`config.mk`:
```
export PLATFORM = sky130hd
export DESIGN_NAME = serial_mult_driver
export DESIGN_NICKNAME = d
export VERILOG_FILES = /design/src/rtl/serial_mult_pkg.sv /design/src/rtl/serial_mult_driver.sv
export SDC_FILE = /design/constraint.sdc
export NUM_CORES = 1
export LEC_CHECK = 0
export CAP_MARGIN = 25
export CORE_MARGIN = 5
export CORE_UTILIZATION = 45
export CTS_CLUSTER_DIAMETER = 80
export CTS_CLUSTER_SIZE = 20
export DETAILED_ROUTE_END_ITERATION = 16
export PLACE_DENSITY = 0.88
export SLEW_MARGIN = 20
export SYNTH_ARGS = -nofsm -noshare
export SYNTH_HDL_FRONTEND = slang
export SYNTH_SLANG_ARGS = --single-unit
```
`constraint.sdc`:
```
create_clock -name clk -period 3.4 [get_ports clk]
set_input_delay 0.51 -clock clk [delete_from_list [all_inputs] [get_ports clk]]
set_output_delay 0.51 -clock clk [all_outputs]
set_load 0.02 [all_outputs]
```
`src/rtl/serial_mult_pkg.sv`:
```
// rtl/serial_mult_pkg.sv - shared FSM state type and operand/result widths for serial_mult and its driver
package serial_mult_pkg;

    localparam int OPERAND_W = 8;
    localparam int RESULT_W  = 16;

    typedef enum logic [2:0] {
        ST_IDLE   = 3'd0,
        ST_SEND_A = 3'd1,
        ST_SEND_B = 3'd2,
        ST_WAIT   = 3'd3,
        ST_RESP   = 3'd4
    } state_t;

endpackage

```
`src/rtl/serial_mult_driver.sv`:
```
// rtl/serial_mult_driver.sv - host request/response front end feeding bytes to serial_mult; optional WAIT watchdog via SERIAL_MULT_DRV_TIMEOUT_EN
module serial_mult_driver
    import serial_mult_pkg::*;
#(
    parameter int TIMEOUT_CYCLES = 255
) (
    input  logic                 clk,
    input  logic                 rst,
    input  logic                 req_valid,
    output logic                 req_ready,
    input  logic [OPERAND_W-1:0] req_a,
    input  logic [OPERAND_W-1:0] req_b,
    output logic                 rsp_valid,
    input  logic                 rsp_ready,
    output logic [RESULT_W-1:0]  rsp_data,
    output logic                 rsp_err,
    output logic                 put,
    output logic [OPERAND_W-1:0] idata,
    input  logic                 ready,
    output logic                 get,
    input  logic                 result_valid,
    input  logic [RESULT_W-1:0]  result
);

    state_t               state, state_nxt;
    logic [OPERAND_W-1:0] op_a, op_b;
    logic                 timeout;

`ifdef SERIAL_MULT_DRV_TIMEOUT_EN
    localparam int CNT_W = $clog2(TIMEOUT_CYCLES + 1);
    logic [CNT_W-1:0] cnt;

    // A result arriving in the same cycle as the limit takes priority.
    assign timeout = (state == ST_WAIT) && !result_valid &&
                     (cnt == CNT_W'(TIMEOUT_CYCLES - 1));

    always_ff @(posedge clk or posedge rst) begin
        if (rst) begin
            cnt     <= '0;
            rsp_err <= 1'b0;
        end else begin
            if (state == ST_SEND_B && ready) begin
                cnt <= '0;
            end else if (state == ST_WAIT && !result_valid) begin
                cnt <= cnt + CNT_W'(1);
            end
            if (state == ST_WAIT && result_valid) begin
                rsp_err <= 1'b0;
            end else if (timeout) begin
                rsp_err <= 1'b1;
            end
        end
    end
`else
    assign timeout = 1'b0;
    assign rsp_err = 1'b0;
`endif

    always_ff @(posedge clk or posedge rst) begin
        if (rst) begin
            state <= ST_IDLE;
        end else begin
            state <= state_nxt;
        end
    end

    always_comb begin
        state_nxt = state;
        case (state)
            ST_IDLE:   if (req_valid)               state_nxt = ST_SEND_A;
            ST_SEND_A: if (ready)                   state_nxt = ST_SEND_B;
            ST_SEND_B: if (ready)                   state_nxt = ST_WAIT;
            ST_WAIT:   if (result_valid || timeout) state_nxt = ST_RESP;
            ST_RESP:   if (rsp_ready)               state_nxt = ST_IDLE;
            default:                                state_nxt = ST_IDLE;
        endcase
    end

    always_comb begin
        req_ready = 1'b0;
        rsp_valid = 1'b0;
        put       = 1'b0;
        get       = 1'b0;
        idata     = '0;
        case (state)
            ST_IDLE:   req_ready = 1'b1;
            ST_SEND_A: begin
                put   = ready;
                idata = op_a;
            end
            ST_SEND_B: begin
                put   = ready;
                idata = op_b;
            end
            ST_WAIT:   get       = result_valid;
            ST_RESP:   rsp_valid = 1'b1;
            default:   req_ready = 1'b0;
        endcase
    end

    // Operands and the product are held in registers so the host side sees stable values.
    always_ff @(posedge clk or posedge rst) begin
        if (rst) begin
            op_a     <= '0;
            op_b     <= '0;
            rsp_data <= '0;
        end else begin
            if (state == ST_IDLE && req_valid) begin
                op_a <= req_a;
                op_b <= req_b;
            end
            if (state == ST_WAIT && result_valid) begin
                rsp_data <= result;
            end else if (timeout) begin
                rsp_data <= '1;
            end
        end
    end

endmodule
```
## Yosys cells after proc, flatten, opt, wreduce, memory -nomap -nowiden

Cells that the tools add are included.

| word-level totals | value |
|---|---|
| word-level logic and storage cells | 29 |
| output and inout bits | 29 |
| input bits | 38 |
| register bits after elaboration | 35 |

| operators by class | value |
|---|---|
| equality and inequality tests | 9 |
| multiplexer cells | 11 |
| reductions and logical operators | 5 |

Operator list:

| operator | count |
|---|---|
| $pmux W8 S2 | 1 |
| $mux W3 | 5 |
| $pmux W3 S5 | 1 |
| $ne A2 B2 Y1 const B | 5 |
| $eq A3 B2 Y1 const B | 2 |
| $reduce_and A5 Y1 | 1 |
| $mux W1 | 4 |
| $eq A3 B1 Y1 const B | 1 |
| $eq A3 B3 Y1 const B | 1 |
| $logic_not A3 Y1 | 1 |
| $logic_and A1 B1 Y1 | 2 |
| $reduce_or A2 Y1 | 1 |

## Logic depth before layout (Yosys ltp)

| logic depth | value |
|---|---|
| word-level depth | 3 |
| depth in mapped cells | 6 |
| gate-level depth less buffers | 3 |

## Least setup slack after synthesis

No wires, ideal clock.

| timing | value |
|---|---|
| kind | reg-to-output |
| start point | register state[0] |
| end point | output port idata[0] |
| data arrival time | 1.231 ns |
| buffers on the path | 2 |
| data required time | 2.890 ns |
| cell stages (with the launch flop) | 6 |
| setup slack | 1.659 ns |
| cells stage by stage | dfrtp_1 buf_6 nor2b_1 clkbuf_1 a22oi_1 nor2_1 |

| on the way | value |
|---|---|
| word-level cells in the longest chain between the ends | 2 |
| elaborated cells on any way between the ends | 3 |
| those cells by class | eq/ne: 2; mux: 1 |

RTL lines:

| what | RTL line | text |
|---|---|---|
| start, declared | serial_mult_driver.sv:25 | `state_t state, state_nxt;` |
| start signal, assigned | serial_mult_driver.sv:63 | `state <= state_nxt;` |
| $eq A3 B2 Y1 or $eq A3 B1 Y1 (tied branches) | serial_mult_driver.sv:85 | `case (state)` |
| $pmux W8 S2 (*) | serial_mult_driver.sv:85 |  |
| end, declared | serial_mult_driver.sv:18 | `output logic [OPERAND_W-1:0] idata,` |

Mark *: on every way between the ends. The rest lies on a longest branch, timed or not.

## Worst setup path after layout

| timing | value |
|---|---|
| start point | register state[1] |
| end point | output port idata[0] |

Same word-level chain as after synthesis.

==> results.md <==
* Crit path buffers/inverters at 1
* Number of hold violations in the final report at 0
* Worst Max-Slew Pin Slew at ~0.74 ns
* Commonest non-fill, non-tap cell in the layout: clkdlybuf4s50_1
* Worst Hold Launch: rsp_data[1]
* Max FO, Critical Path at 9
* Reg2Reg Depth at 3
* Post-Syn Nets at roughly 150
* Highest clock rate at 339.2 MHz
* Vias at roughly 1.1k
* Core Region at 3390 sq um
* FP Rows at 21
* Drt first pass iters at 4
* Total global-route track usage at between 15 and 20%
* Util after Layout at a little under 70%
* Slowest cell on crit path: clkdlybuf4s50_1
* CTS resizes at 0
* Design area at roughly 2300 sq um
* First-pass GRT wire length at ~6000 microns
* FF-to-FF End: rsp_data[4]
* Die width at around 70 microns
* Status: complete, no violations
* Top post-synthesis cells by area: dfrtp_1 (55%), mux2_2 (15%), mux2_4 (9.4%)
* R2r startpoint: state[2]
* Placer Congestion at 0.9051
* Syn Area/Cell at about 14 sq um
* Reg clk slew, reported paths at roughly 0.10 ns
* CP Launch Point: state[1]
* RSZ-0062 raised after global routing: false
* CP Cell Sequence: nor2b_1 -> a22oi_1 -> nor2_1 -> clkdlybuf4s50_1
* Crit path launch type: flip-flop
* Final net count at 215
* PwrDens at between 900 and 1000 nW/um^2
* Leakage at approximately 0.98 nW
* Maximum clock path buffer count at 2
* Final min period at roughly 3 ns
* Fillcell total at ~240
* Remaining antenna violation count at 0
* Maximum vdd drop at roughly 0.4 mV
* Hold Path Depth at 1
* Crit path max-delay family: simple AND/OR/NAND/NOR gates
* N_diodes at 0
* Hold endpoint: rsp_data[1]
* Initial antenna violation count at 0
* CP peak stage delay at around 0.63 ns
* Final cell count without fillers at about 220
* Total I/O pin count at 67
* Yosys warning count at 0
* Period Utilization, post-route at 86.70%
* Seq cells post-synth at 35
* DP Worst Slack at between 0.7 and 0.8 ns
* Wirelength per Cell at around 16 microns
* Initial DRC Count at between 40 and 50
* DRT Wirelength at about 3700 microns
* IO buf count at 65
* Post-route DRC violation count at 0
* Req. time, crit path at 2.89 ns
* Normalized max-slew margin at between 50% and 60%
* Post-synthesis sequential area ratio at a little over half
* Worst-Skew Late Latency at between 0.3 and 0.4 ns
* CTS Sinks at 35
* Vias in the first global route at approximately 1.2k
* Clock Skew at about 0.0065 ns
* Slew Limit Fails at 0
* Grt ovf at 0
* Root Buffer: clkbuf_4
* Initial Utilization at between 40% and 50%
* Dpl cells at ~220
* Final setup vio count at 0
* TritonCTS clock tree: yes
* Gate Count Post-Synth at roughly 110
* Post-synthesis cell type count at 24
* CP Capture Type: output pin
* # hold bufs at CTS at 0
* Cell Area, Synth at 1599 sq um
* R2R setup slack at 1.77 ns
* Pin count of the biggest net entering global routing at 21
* Setup ws final at 0.4522 ns
* Worst hold path type: flip-flop to flip-flop
* Post-CTS Setup Bufs at 0
* Area leader, netlist: dfrtp_1
* Multi-input gate area at about 630 sq um
* Share of the synthesized area in the top cell type at a little over half
* Crit path DAT at between 2 and 2.5 ns
* FF+latch area at 875.8 sq um
* Syn-to-layout area delta at 42.72%
* Proportion of layout cells with a drive suffix above 1 at a little under a quarter
* Max cap viols at 0
* Path type of the worst setup path: flip-flop to output pin
* H-tree depth at 2
* Die H at between 60 and 70 microns
* DP HPWL at 2886 microns
* Cell Area, Placed at ~2200 sq um
* Setup tns final at 0 ns
* Via/cell ratio at about 5
* Num CTS Buffers at 5
* Full die area at roughly 4800 sq um
* Commonest cells after routing, fill and taps aside: clkdlybuf4s50_1 (65), dfrtp_1 (35), mux2_2 (22)
## worst max path at each step
| stage | endpoint | cells after the start |
|---|---|---|
| global route | idata[0] | 4 |
| finish | idata[0] | 4 |
| global placement | get | 4 |
| detailed placement | get | 4 |
| floorplan | idata[0] | 5 |
| CTS | idata[0] | 4 |
## Yosys cell counts, drive strengths merged
cell type,number
dfrtp,35
mux2,32
a22oi,9
nor2,9
buf,7
inv,4
nor2b,3
nor3,3
clkbuf,2
a211oi,1
and2,1
and2b,1
conb,1
mux2i,1
nand2,1
nand4,1
o211a,1
o41ai,1
## cell type report
type,count,area share [%]
clock inverters,1,0.2193
well taps,46,2.522
inverters,4,0.6579
flip-flops and latches,35,38.38
clock buffers,7,1.974
repair buffers,66,28.84
multi-input cells,65,27.41
## metrics by stage
stage | total power [W] | hold slack, ns
2_1_floorplan | 0.001502 | 0.4810
3_3_place_gp | 0.001902 | 0.4868
3_5_place_dp | 0.001943 | 0.4921
4_1_cts | 0.002153 | 0.5146
5_1_grt | 0.002252 | 0.5315
6_report | 0.002129 | 0.5108
## logic make-up (layout without fill, tap and decap cells)
kind of cell,after synthesis,in the layout,share of synthesized area (%)
and+or+nand+nor,19,19,7.512
buffers and inverters,13,78,6.103
muxes,33,33,25.51
DFF,35,35,54.77
AOI/OAI and AO/OA,12,12,5.869
other,1,1,0.2345
## power breakdown
| group | switching (W) | internal, W | total (W) |
|---|---|---|---|
| Combinational | 0.000507 | 0.000635 | 0.00114 |
| Clock | 0.000126 | 0.0000806 | 0.000207 |
| Sequential | 0.000154 | 0.000626 | 0.000780 |
## routing by layer
layer / vias up / share of wire, % / global-route usage, %
met2: 25 / 55 / 28.39
met5: - / 0 / 0
met1: 545 / 40 / 17.50
met3: 7 / 3.4 / 3.043
li1: 527 / - / -
met4: 0 / 1.8 / 6.596
## state kept, by name, indices dropped and copies added (netlist names)
register / flops
op_a: 8
op_b: 8
rsp_data: 16
state: 3
Power figures use the tool's default switching activity.
